--- config.mk ---
export PLATFORM = sky130hd
export DESIGN_NAME = multiword_adder_sequencer_flat
export DESIGN_NICKNAME = d
export VERILOG_FILES = /design/src/rtl/multiword_adder_sequencer_if.sv /design/src/rtl/multiword_adder_sequencer.sv /design/src/flat_wrapper.sv
export SDC_FILE = /design/constraint.sdc
export NUM_CORES = 1
export LEC_CHECK = 0
export CORE_MARGIN = 3
export CORE_UTILIZATION = 50
export CTS_BUF_LIST = sky130_fd_sc_hd__clkbuf_8
export DETAILED_ROUTE_END_ITERATION = 8
export HOLD_SLACK_MARGIN = 0.1
export PLACE_DENSITY = 0.81
export REMOVE_ABC_BUFFERS = 1
export SYNTH_ARGS = -nofsm -noshare
export SYNTH_HDL_FRONTEND = slang
export SYNTH_SLANG_ARGS = --single-unit
--- constraint.sdc ---
create_clock -name CLK -period 5.4 [get_ports CLK]
set_input_delay 1.08 -clock CLK [delete_from_list [all_inputs] [get_ports CLK]]
set_output_delay 1.08 -clock CLK [all_outputs]
set_load 0.1 [all_outputs]
--- src/rtl/multiword_adder_sequencer_if.sv ---
// Handshake bus for multiword_adder_sequencer.
// Operand side: IN_VALID/IN_READY with A, B, C_IN (and SUB when MWADD_SUB_EN is defined).
// Result side: OUT_VALID/OUT_READY with R, C_OUT.
// master = producer/consumer (testbench or parent), slave = sequencer.
interface multiword_adder_sequencer_if #(
  parameter int unsigned word_width = 8,
  parameter int unsigned word_count = 4
);
  localparam int unsigned W = word_width * word_count;

  logic         IN_VALID;
  logic         IN_READY;
  logic [W-1:0] A;
  logic [W-1:0] B;
  logic         C_IN;
  logic         OUT_VALID;
  logic         OUT_READY;
  logic [W-1:0] R;
  logic         C_OUT;
`ifdef MWADD_SUB_EN
  logic         SUB;

  modport master (output IN_VALID, A, B, C_IN, SUB, OUT_READY,
                  input  IN_READY, OUT_VALID, R, C_OUT);
  modport slave  (input  IN_VALID, A, B, C_IN, SUB, OUT_READY,
                  output IN_READY, OUT_VALID, R, C_OUT);
`else
  modport master (output IN_VALID, A, B, C_IN, OUT_READY,
                  input  IN_READY, OUT_VALID, R, C_OUT);
  modport slave  (input  IN_VALID, A, B, C_IN, OUT_READY,
                  output IN_READY, OUT_VALID, R, C_OUT);
`endif
endinterface

--- src/rtl/multiword_adder_sequencer.sv ---
// Multi-cycle wide adder: adds word_count x word_width operands one word per clock,
// LSW first, through a single word_width look-ahead adder with a registered carry.
// Ports:
//   CLK  - clock, rising edge
//   RST  - synchronous active-high reset
//   bus  - slave side of multiword_adder_sequencer_if (operand and result handshakes)
// Optional feature: define MWADD_SUB_EN to add the SUB input (A - B via inverted B, carry-in 1).
module multiword_adder_sequencer #(
  parameter int unsigned cascade_size = 4,
  parameter int unsigned word_width   = 8,
  parameter int unsigned word_count   = 4
) (
  input  logic CLK,
  input  logic RST,
  multiword_adder_sequencer_if.slave bus
);
  localparam int unsigned W    = word_width * word_count;
  localparam int unsigned IDXW = (word_count > 1) ? $clog2(word_count) : 1;
  localparam logic [IDXW-1:0] LAST_IDX = IDXW'(word_count - 1);

  typedef enum logic [1:0] {IDLE, RUN, HOLD} state_t;

  state_t          state;
  logic [IDXW-1:0] idx;
  logic            cy;
  logic [W-1:0]    op_a;
  logic [W-1:0]    op_b;
  logic [W-1:0]    r;
  logic            c_out;
  logic            out_valid;
  logic            sub_q;
  logic            accept_carry;

  logic [word_width-1:0] word_a;
  logic [word_width-1:0] word_b;
  logic [word_width-1:0] sum;
  logic                  co;
  logic                  in_ready_c;

  // Operand side is free in IDLE, or in HOLD when the result leaves this same cycle.
  assign in_ready_c = (state == IDLE) || ((state == HOLD) && bus.OUT_READY);

  assign bus.IN_READY  = in_ready_c;
  assign bus.OUT_VALID = out_valid;
  assign bus.R         = r;
  assign bus.C_OUT     = c_out;

`ifdef MWADD_SUB_EN
  // Subtraction starts with carry 1 so that ~B + 1 forms the two's complement.
  assign accept_carry = bus.SUB ? 1'b1 : bus.C_IN;
`else
  assign accept_carry = bus.C_IN;
`endif

  // Current word of each operand; B is inverted for subtraction.
  assign word_a = op_a[32'(idx) * word_width +: word_width];
  assign word_b = sub_q ? ~op_b[32'(idx) * word_width +: word_width]
                        :  op_b[32'(idx) * word_width +: word_width];

  // fast_adder: ripple inside each cascade_size group, group carry-out from
  // the group generate/propagate terms so carries skip across groups.
  always_comb begin : fast_adder
    logic [word_width-1:0] g;
    logic [word_width-1:0] p;
    logic [word_width:0]   cv;
    logic                  grp_g;
    logic                  grp_p;
    g     = word_a & word_b;
    p     = word_a ^ word_b;
    cv    = '0;
    cv[0] = cy;
    grp_g = 1'b0;
    grp_p = 1'b1;
    for (int unsigned k = 0; k < word_width; k++) begin
      if ((k % cascade_size) == 0) begin
        grp_g = 1'b0;
        grp_p = 1'b1;
      end
      cv[k+1] = g[k] | (p[k] & cv[k]);
      grp_g   = g[k] | (p[k] & grp_g);
      grp_p   = grp_p & p[k];
      if (((k % cascade_size) == (cascade_size - 1)) || (k == (word_width - 1))) begin
        cv[k+1] = grp_g | (grp_p & cv[k - (k % cascade_size)]);
      end
    end
    sum = p ^ cv[word_width-1:0];
    co  = cv[word_width];
  end

  // Sequencer FSM with registered result outputs.
  always_ff @(posedge CLK) begin
    if (RST) begin
      state     <= IDLE;
      idx       <= '0;
      cy        <= 1'b0;
      r         <= '0;
      c_out     <= 1'b0;
      out_valid <= 1'b0;
      sub_q     <= 1'b0;
    end else begin
      case (state)
        IDLE: begin
          if (bus.IN_VALID) begin
            op_a  <= bus.A;
            op_b  <= bus.B;
            cy    <= accept_carry;
            idx   <= '0;
            state <= RUN;
`ifdef MWADD_SUB_EN
            sub_q <= bus.SUB;
`else
            sub_q <= 1'b0;
`endif
          end
        end
        RUN: begin
          r[32'(idx) * word_width +: word_width] <= sum;
          cy <= co;
          if (idx == LAST_IDX) begin
            c_out     <= co;
            out_valid <= 1'b1;
            state     <= HOLD;
          end else begin
            idx <= idx + IDXW'(1);
          end
        end
        HOLD: begin
          if (bus.OUT_READY) begin
            out_valid <= 1'b0;
            // Completing and accepting on the same edge avoids an idle bubble.
            if (bus.IN_VALID) begin
              op_a  <= bus.A;
              op_b  <= bus.B;
              cy    <= accept_carry;
              idx   <= '0;
              state <= RUN;
`ifdef MWADD_SUB_EN
              sub_q <= bus.SUB;
`else
              sub_q <= 1'b0;
`endif
            end else begin
              state <= IDLE;
            end
          end
        end
        default: state <= IDLE;
      endcase
    end
  end
endmodule

--- src/flat_wrapper.sv ---
// flat-port wrapper written by rule: the top's interface ports become plain ports
module multiword_adder_sequencer_flat 
#(
  parameter int unsigned cascade_size = 4,
  parameter int unsigned word_width   = 8,
  parameter int unsigned word_count   = 4
)
  (CLK, RST, bus_IN_VALID, bus_A, bus_B, bus_C_IN, bus_OUT_READY, bus_IN_READY, bus_OUT_VALID, bus_R, bus_C_OUT);
  multiword_adder_sequencer_if #(.word_width(word_width), .word_count(word_count)) bus_i ();
  input  logic CLK;
  input  logic RST;
  input wire logic [$bits(bus_i.IN_VALID)-1:0] bus_IN_VALID;
  input wire logic [$bits(bus_i.A)-1:0] bus_A;
  input wire logic [$bits(bus_i.B)-1:0] bus_B;
  input wire logic [$bits(bus_i.C_IN)-1:0] bus_C_IN;
  input wire logic [$bits(bus_i.OUT_READY)-1:0] bus_OUT_READY;
  output wire logic [$bits(bus_i.IN_READY)-1:0] bus_IN_READY;
  output wire logic [$bits(bus_i.OUT_VALID)-1:0] bus_OUT_VALID;
  output wire logic [$bits(bus_i.R)-1:0] bus_R;
  output wire logic [$bits(bus_i.C_OUT)-1:0] bus_C_OUT;
  assign bus_i.IN_VALID = bus_IN_VALID;
  assign bus_i.A = bus_A;
  assign bus_i.B = bus_B;
  assign bus_i.C_IN = bus_C_IN;
  assign bus_i.OUT_READY = bus_OUT_READY;
  assign bus_IN_READY = bus_i.IN_READY;
  assign bus_OUT_VALID = bus_i.OUT_VALID;
  assign bus_R = bus_i.R;
  assign bus_C_OUT = bus_i.C_OUT;
  multiword_adder_sequencer #(.cascade_size(cascade_size), .word_width(word_width), .word_count(word_count)) u_core (.CLK(CLK), .RST(RST), .bus(bus_i));
endmodule
==> flow_metrics.env <==
export IMPL_status="finished clean"
export IMPL_cts_resized=0
export IMPL_finalHoldViolCount=0
export IMPL_postCtsSetupBuffers=0
export IMPL_synth_warnings=0
export IMPL_place_ws_ps=1300
export IMPL_cap_violations=0
export IMPL_drt_iter0_markers=136
export IMPL_hpwl_um=6450
export IMPL_synth_seq_area_share=0.638
export IMPL_synth_top_area_share=0.454
export IMPL_synth_top_area_cell="edfxtp_1"
export IMPL_clk_pin_slew_ps=90
export IMPL_synth_area_um2=4230
export IMPL_finalSetupTns_ps=0
export IMPL_critPathLaunchType="primary input"
export IMPL_clock_sinks=103
export IMPL_core_um2=7970
export IMPL_final_util=0.700
export IMPL_synth_async_reset_ratio=0
export IMPL_fmax_mhz=243
export IMPL_grt_pass1_wl_um=14300
export IMPL_maxUsedRoutingLayer="met4"
export IMPL_rows=32
export IMPL_num_vias=2753
export IMPL_fin_cells=498
export IMPL_io_pins=104
export IMPL_grt_ovfl_total=0
export IMPL_grt_pass1_vias=2869
export IMPL_syn_mean_instance_area_um2=14.9
export IMPL_syn_instance_count=284
export IMPL_io_buffers=103
export IMPL_num_antenna_cells=0
export IMPL_cts_tree="yes"
export IMPL_die_h_um=98.0
export IMPL_end_kind="primary output"
export IMPL_clk_path_buf_depth=2
export IMPL_dr_pass1_iters=4
export IMPL_wl_um=8690
export IMPL_synth_ff_type="edfxtp_1"
export IMPL_ant_nets=0
export IMPL_grt_max_degree=41
export IMPL_critPathMaxFanout=4
export IMPL_drt_wirelength_per_cell_um=17.4
export IMPL_fin_crit_sh=0.761
export IMPL_start_util=0.531
export IMPL_met1_length_um=3790
export IMPL_synth_common_cells="64 x edfxtp_1, 39 x dfxtp_1, 39 x nor2_1, 32 x a22oi_1, 22 x inv_1"
export IMPL_cts_buffers=9
export IMPL_hold_class="flip-flop to flip-flop"
export IMPL_fin_skew_ps=10.4
export IMPL_antenna_found_initial=0
export IMPL_synth_seq_cells=103
export IMPL_fin_ws_ps=1290
export IMPL_met2_length_um=4240
export IMPL_clock_latency_ps=360
export IMPL_nNetsFinal=479
export IMPL_powerDensity_nw_per_um2=299
export IMPL_die_width_um=98.0
export IMPL_rsz0062_at_grt="no"
export IMPL_synth_edf_count=64
export IMPL_drive_gt1_frac=0.109
export IMPL_worst_ep_arrival_time_ps=3030
export IMPL_period_minus_slack_ps=4110
export IMPL_gr_usage_all_layers=0.186
export IMPL_root_buffer="clkbuf_8"
export IMPL_path_class="primary input to primary output"
export IMPL_synth_most_common_cell="edfxtp_1"
export IMPL_p_leak_uw=0.00199
export IMPL_drcViolationCount=0
export IMPL_holdWs_ps=520
export IMPL_h_tree_depth=3
export IMPL_cp_required_ps=4320
export IMPL_slew_headroom=0.338
export IMPL_worst_pin_slew_ps=990
export IMPL_dr_wl_met3_um=596
export IMPL_synth_distinct_cells=31
export IMPL_place_gp_congestion=0.795
export IMPL_die_area_um2=9610
export IMPL_dp_cells=482
export IMPL_synthToLayoutAreaGrowth_pct=31.8
export IMPL_setup_viol=0
export IMPL_drv_slew=0
export IMPL_synth_area_leaders="edfxtp_1 45%, dfxtp_1 18%, mux4_2 8.5%, a22oi_1 5.7%, ha_1 3.8%"
export IMPL_ir_worst_vdd_mv=0.193
export IMPL_vias_per_cell=5.53
export IMPL_ctsHoldBuffers=0
[sequential cells by signal (all words and copies together), names as in the netlist]
signal / count
u_core.state: 2
u_core.op_b: 32
u_core.cy: 1
u_core.idx: 2
u_core.op_a: 32
u_core.bus.R: 32
u_core.bus.C_OUT: 1
u_core.bus.OUT_VALID: 1
[metrics by stage]
stage               total power (uW)  cell area [um^2]
floorplan                       1090              4180
global placement                1190              5380
detailed placement              1200              5380
CTS                             1680              5580
global route                    1740              5580
finish                          1670              5580
[power breakdown]
part	total [uW]	internal (uW)	switching, uW
registers	885	868	17.0
clock network	488	229	259
logic	296	122	174
[metal layers]
layer  global-route usage  up-vias
li1                     -     1278
met1                0.247     1359
met2                0.299      106
met3               0.0571       10
met4               0.0543        0
met5                    0        -
[final cells by class]
| class | instances | area, um^2 |
|---|---|---|
| Inverter | 22 | 82.6 |
| Tap cell | 102 | 128 |
| Fill cell | 538 | 2390 |
| Timing Repair Buffer | 107 | 1060 |
| Clock inverter | 6 | 67.6 |
| Multi-Input combinational cell | 148 | 1400 |
| Sequential cell | 103 | 2700 |
| Clock buffer | 10 | 138 |
[placed cells by master, fill, tap and decap left out, types with 2 or more instances in the layout]
master           count
a211oi_1             2
a21oi_1             10
a22oi_1             32
a31oi_1              2
buf_4                4
clkbuf_8            10
clkdlybuf4s50_1    103
clkinv_4             2
dfxtp_1             39
edfxtp_1            64
fa_1                 6
ha_1                13
inv_1               22
mux4_2              16
nand2_1              2
nand3_1              2
nand3b_4             3
nor2_1              38
nor2b_1              2
nor4b_4              3
o211ai_1             2
o21ai_0              3
xnor2_1              2
[worst paths after layout]
check                    from               end  slack, ps  cells after the start
max reg2reg     u_core.idx[0]   u_core.bus.R[7]       1400                     11
min          u_core.bus.R[29]  u_core.bus.R[29]        520                      2
min reg2reg  u_core.bus.R[29]  u_core.bus.R[29]        520                      2
max             bus_OUT_READY      bus_IN_READY       1290                      4
[worst max-delay path, cell delays in order]
cell and delay (ps):
clkdlybuf4s50_1 540, inv_1 80, a21oi_1 160, clkdlybuf4s50_1 1170
[logic make-up (layout without fill, tap and decap cells)]
kind of cell | count (synthesis) | after routing | share of synthesized area
mux | 16 | 16 | 0.0851
fa+ha+maj | 19 | 19 | 0.0668
buf+inv | 33 | 145 | 0.0322
flops | 103 | 103 | 0.638
compound gates | 53 | 53 | 0.0857
xor+xnor | 2 | 2 | 0.00414
simple gates | 58 | 58 | 0.0875
(Power assumes the default switching activity.)
